==> src/rtl/if_id_queue_pkg.sv <==
// rtl/if_id_queue_pkg.sv - shared constants and entry type for the fetch/decode queue
package if_id_queue_pkg;

    localparam int XLEN = 32;
    localparam logic [XLEN-1:0] NOP_INSTR_DEFAULT = 32'h0000_0000;
    localparam logic [XLEN-1:0] PC_STEP = 32'd4;

    typedef struct packed {
        logic [XLEN-1:0] pc;
        logic [XLEN-1:0] instr;
    } entry_t;

endpackage

==> src/rtl/if_id_storage.sv <==
// rtl/if_id_storage.sv - DEPTH-entry register array, one write port, asynchronous read port
module if_id_storage
    import if_id_queue_pkg::*;
#(
    parameter int DEPTH = 2,
    parameter logic [XLEN-1:0] NOP_INSTR = NOP_INSTR_DEFAULT
) (
    input  logic                     clk,
    input  logic                     reset,
    input  logic                     we,
    input  logic [$clog2(DEPTH)-1:0] waddr,
    input  entry_t                   wdata,
    input  logic [$clog2(DEPTH)-1:0] raddr,
    output entry_t                   rdata
);

    entry_t mem [DEPTH];

    always_ff @(posedge clk) begin
        if (!reset) begin
            for (int i = 0; i < DEPTH; i++) begin
                mem[i] <= '{pc: '0, instr: NOP_INSTR};
            end
        end else if (we) begin
            mem[waddr] <= wdata;
        end
    end

    assign rdata = mem[raddr];

endmodule

==> src/rtl/if_id_queue.sv <==
// rtl/if_id_queue.sv - in-order {pc, instr} buffer between fetch and decode with flush
module if_id_queue
    import if_id_queue_pkg::*;
#(
    parameter int DEPTH = 2,
    parameter logic [XLEN-1:0] NOP_INSTR = NOP_INSTR_DEFAULT
) (
    input  logic                     clk,
    input  logic                     reset,
    input  logic                     fetch_valid,
    input  logic [XLEN-1:0]          fetch_pc,
    input  logic [XLEN-1:0]          fetch_instr,
    output logic                     fetch_ready,
    input  logic                     flush,
    output logic                     id_valid,
    output logic [XLEN-1:0]          id_pc,
    output logic [XLEN-1:0]          id_pc_plus4,
    output logic [XLEN-1:0]          id_instr,
    input  logic                     id_ready,
    output logic [$clog2(DEPTH):0]   occupancy
);

    localparam int AW = $clog2(DEPTH);
    localparam int CW = AW + 1;
    localparam logic [CW-1:0] FULL_COUNT = CW'(DEPTH);

    logic [AW-1:0] wr_ptr;
    logic [AW-1:0] rd_ptr;
    logic [CW-1:0] count;
    logic          push;
    logic          pop;
    entry_t        head;

    // fetch_ready depends on registered count only, keeping id_ready/flush off the fetch path
    assign fetch_ready = (count < FULL_COUNT);
    assign id_valid    = (count != '0);
    assign push        = fetch_valid && fetch_ready && !flush;
    assign pop         = id_valid && id_ready && !flush;

    if_id_storage #(
        .DEPTH     (DEPTH),
        .NOP_INSTR (NOP_INSTR)
    ) u_storage (
        .clk   (clk),
        .reset (reset),
        .we    (push),
        .waddr (wr_ptr),
        .wdata ('{pc: fetch_pc, instr: fetch_instr}),
        .raddr (rd_ptr),
        .rdata (head)
    );

    always_ff @(posedge clk) begin
        if (!reset || flush) begin
            wr_ptr <= '0;
            rd_ptr <= '0;
            count  <= '0;
        end else begin
            if (push) begin
                wr_ptr <= wr_ptr + AW'(1);
            end
            if (pop) begin
                rd_ptr <= rd_ptr + AW'(1);
            end
            case ({push, pop})
                2'b10:   count <= count + CW'(1);
                2'b01:   count <= count - CW'(1);
                default: count <= count;
            endcase
        end
    end

    // Empty queue presents a NOP at pc 0 so decode sees a harmless bubble
    assign id_pc       = id_valid ? head.pc    : '0;
    assign id_instr    = id_valid ? head.instr : NOP_INSTR;
    assign id_pc_plus4 = id_pc + PC_STEP;
    assign occupancy   = count;

endmodule

==> config.mk <==
export PLATFORM = sky130hd
export DESIGN_NAME = if_id_queue
export DESIGN_NICKNAME = d
export VERILOG_FILES = /design/src/rtl/if_id_queue_pkg.sv /design/src/rtl/if_id_storage.sv /design/src/rtl/if_id_queue.sv
export SDC_FILE = /design/constraint.sdc
export NUM_CORES = 1
export LEC_CHECK = 0
export CAP_MARGIN = 40
export CORE_UTILIZATION = 54
export DETAILED_ROUTE_END_ITERATION = 6
export PLACE_DENSITY = 0.86
export SYNTH_ARGS = -nofsm -noshare
export SYNTH_HDL_FRONTEND = slang
export SYNTH_SLANG_ARGS = --single-unit
==> constraint.sdc <==
create_clock -name clk -period 21.3 [get_ports clk]
set_input_delay 6.39 -clock clk [delete_from_list [all_inputs] [get_ports clk]]
set_output_delay 6.39 -clock clk [all_outputs]
set_load 0.02 [all_outputs]
# Word-level counts from Yosys, hierarchy flattened
# Memory sizes are Yosys's and may differ from the RTL's. A register that Yosys moved wholly into a read port is not among the register bits.
# Cells that the tools add are included.
# totals
mem_count	1
latch_bits	0
out_inout_bits	100
input_bits	69
ramBits	128
reg_bits	4
word_cells	34
mem_bits_ro	0
# memory_table
name	words	word_bits	rd	rd_ports_with_merged_regs	write_ports	line_no	source
u_storage.mem	2	64	1	1	2	if_id_storage.sv:17	entry_t mem [DEPTH];
# classes
n_addsub	5
mux	12
n_eq_ne	2
magnitude_cmp	1
reduce_logical	10
bitwise_logic	0
div_mod_pow	0
shifts	0
multipliers	0
# ops
operator	n
32-bit 2-to-1 mux	2
64-bit 2-to-1 mux	1
64-bit OR reduction	1
32-bit by 3-bit adder with 32-bit output, second input constant	1
1-bit 2-to-1 mux	8
1-bit logical AND	4
2-bit one-hot mux with 2 select lines	1
2-bit nonzero test	2
1-bit adder, second input constant	2
2-bit by 1-bit adder with 2-bit output, second input constant	1
2-bit by 1-bit == test with 1-bit output, second input constant	1
2-bit == test, second input constant	1
1-bit logical NOT	2
2-bit less-than comparator, second input constant	1
2-bit by 1-bit subtractor with 2-bit output, second input constant	1
1-bit logical OR	1

# Longest topological paths before layout
# depth
word_depth	8
depth_mapped	13
ltp_nobuf	9

# By module
# A second synthesis with hierarchy kept.
# hier_totals
hier_cells	557
area_unflattened_um2	6998.0
# by_module_without_submodules
module	cells_per_inst	instances	area_each_um2
if_id_storage	354	1	5615.4
if_id_queue	203	1	1382.6

# Worst setup path after synthesis
# Ideal clock, no wire load.
# synth_path
path_type	input port to flip-flop
startpoint	in flush
endpoint	mem u_storage.mem[0][0] in the netlist's numbering, enable pin
stages	4
required_time_ps	20726
setup_slack_ps	9450
path_buffers	0
arrival_ps	11276
path_cell_list	nor2_1 > and2_0 > inv_1 > o21ai_0
# synth_rtl
element	line_no	source
from (decl)	if_id_queue.sv:14	input logic flush,
to (decl)	if_id_storage.sv:17	

==> impl_metrics.ini <==
[cts]
worst_skew_pair.late_latency_ns = 0.41
htreeDepth = 4
clock-sinks = 133
cts_resized = 0
root_buffer = clkbuf_16
hold_buffers = 0
postCtsSetupBuffers = 0
clkTransAtPathRegs_ns = 0.05
cts_buffers = 17
clock_path_buffers = 2
cts_tree = built

[place]
port_buffers = 168
dpl.hpwl_um = 10200
detailedPlace.worstSlack_ns = 11.01
gp_congestion = 0.853
placed_area_mm2 = 0.00859

[cells_and_area]
syn_to_final_growth_pct = 34.6
final_util = 0.751
antenna_cells = 0
final_layout_size_suffix_gt1_frac = 0.0725
finalInstanceArea_mm2 = 0.00909
nets = 778

[synthesis]
yosysWarnings = 0
synth_common_cells = and2_1 (129), edfxtp_1 (128), nor2_1 (74)
synth_area_leader_cell = edfxtp_1
synth_edf_count = 128
synth_area_leaders = edfxtp_1 (57%), and2_1 (12%), mux2i_1 (9.2%)
muxShareOfSynthArea = 0.0936
ys_seq_elements = 133
synthAdderAreaFrac = 0.00371
synth_compound_area_frac = 0.0228
ys_types = 41
synth_top_family_by_area = simple AND/OR/NAND/NOR gates
synth_top_area_share = 0.569
synthFlopType = edfxtp_1
syn-cell-area_mm2 = 0.00675
ys_seq_area_frac = 0.584
post-synth-top-count-cell = and2_1
syn_avg_cell_area_um2 = 12.4
yosys.area_share.simple = 0.223
synthCells = 546
synth_xor_area_frac = 0.0415
async_reset_ff_frac = 0
synth.net_count = 617

[drt]
vias = 4630
avgRoutedWirePerCell_um = 16.6
dr.pass1.iters = 4
wl_um = 14700
postRouteAntennaNets = 0
initialDrtViolationCount = 281
vias_per_cell = 5.23
drc = 0

[global_route]
gr-total-overflow = 0
antenna_found_initial = 0
grt.total_usage = 0.234
grt_pass1_vias = 4510
grt_max_degree = 58
grt_pass1_wl_um = 22600

[sta]
clock.fmax_ghz = 0.0930
slew-limit-headroom = 0.401
tightest_slew_ns = 0.896
setup_slack_ns = 10.54
finalCriticalPeriod_ns = 10.76
fin_crit_sh = 0.505
whs_ns = 0.551
maxSlewViolCount = 0
grt_setup_unrepaired = false
clock_skew_ns = 0.00764
fin_setup_tns_ns = 0
hold_violations = 0
finalSetupViolCount = 0

[power_and_ir_drop]
p_leak_uw = 0.00325
peakVddDrop_uv = 52.5
powerDensity_mw_per_mm2 = 67.6

[floorplanning]
start_util = 0.558
die_x_um = 114
die_height_um = 114
fp.dieArea_mm2 = 0.0130
io_pins = 169
core_area_mm2 = 0.0121
rows = 40

[worst_setup_path]
crit_arrival_ns = 4.37
worstPathCellList = buf_4 -> mux2_2 -> nand2_1 -> inv_1 -> ha_1 -> a21boi_1 -> nand3_1 -> nor4b_2 -> xor2_1 -> clkdlybuf4s50_1
critPathSlowestCell = buf_4
slowest_delay_ns = 0.70
reg2reg_depth = 5
r2r-end = u_storage.mem[0][45]$_SDFFCE_PN0P_
r2r_start = occupancy[1]$_SDFFE_PP0P_
crit_type = flop to output pin
rrSetupSlack_ns = 18.68
crit_fanout = 57
cp.required_ns = 14.91
cp-end-kind = output pin
start_kind = flop

[flow_run]
drv_cap = 0

[min_path]
hold_path.class = flop to flop
whs_path_depth = 2
holdCritStartpoint = rd_ptr$_SDFFE_PP0P_

[outcome]
status = completed
## layout make-up
class | instances | area (µm²)
sequential | 133 | 3950
fill | 817 | 3020
multi-input combinational | 373 | 2630
timing repair buffer | 174 | 1770
clock buffer | 20 | 437
tap | 168 | 210
clock inverter | 9 | 65.1
inverter | 8 | 30.0
## registers in the layout (all words and copies together), names as in the netlist, named ones only
register	count
u_storage.mem	128
rd_ptr	1
occupancy	2
wr_ptr	1
## cell usage in the layout (no fill, tap or decap), drive strengths merged, types with 2 or more instances in the layout
| cell | count |
|---|---|
| o21ai | 2 |
| nor4 | 2 |
| and3 | 2 |
| nor2 | 75 |
| buf | 6 |
| clkinv | 8 |
| nor3 | 11 |
| xnor2 | 13 |
| a211oi | 7 |
| ha | 2 |
| clkdlybuf4s50 | 168 |
| nand3b | 6 |
| nand2 | 10 |
| nand4b | 2 |
| xor2 | 19 |
| clkbuf | 20 |
| and2 | 130 |
| mux2i | 62 |
| a21oi | 3 |
| nand3 | 11 |
| edfxtp | 128 |
| nand4 | 8 |
| dfxtp | 5 |
| inv | 8 |
## cell families (layout without fill, tap and decap cells)
logic type,Yosys count,after routing
and+or+nand+nor,261,261
adders and majority gates,2,2
AOI/OAI and AO/OA,15,15
buffers and inverters,40,211
muxes,63,63
xor gates and xnor gates,32,32
DFF,133,133
## per-stage QoR
step	power (µW)	instances
after floorplan	340	546
after global placement	365	853
after detailed placement	369	856
after CTS	619	885
after global routing	635	885
final	615	885
## worst max-delay path: cells and delay by family (launching register included)
family | cells | cell delay [ns]
adder cells (fa/ha/maj) | 1 | 0.20
AO/OA/AOI/OAI | 1 | 0.47
multiplexers | 1 | 0.29
buffers and inverters | 3 | 1.40
XOR/XNOR | 1 | 0.17
flip-flops | 1 | 0.60
AND/OR/NAND/NOR | 3 | 0.75
## power by group
group          switching, µW  internal, µW  leakage, µW
registers               5.63           301      0.00138
logic                   29.2          27.4      0.00162
clock network           95.7           155     0.000249
## worst max-delay path by stage
| stage | to | slack (ns) | depth (start not counted) |
|---|---|---|---|
| 6_report | id_pc_plus4[24] | 10.54 | 10 |
| 5_1_grt | id_pc_plus4[24] | 10.30 | 10 |
| 4_1_cts | id_pc_plus4[24] | 10.55 | 10 |
| 3_5_place_dp | id_pc_plus4[24] | 11.01 | 10 |
| 3_3_place_gp | id_pc_plus4[24] | 11.12 | 10 |
| 2_1_floorplan | u_storage.mem[0][0]$_SDFFCE_PN0P_ | 9.45 | 4 |
## layer usage
metal | global-route usage | up-vias | part of all wire
met5 | 0 | - | 0
met4 | 0.0667 | 0 | 0.012
met3 | 0.0632 | 15 | 0.055
met2 | 0.426 | 143 | 0.52
met1 | 0.270 | 2246 | 0.41
li1 | - | 2226 | -
No activity file was read; power rests on OpenSTA's default activity.
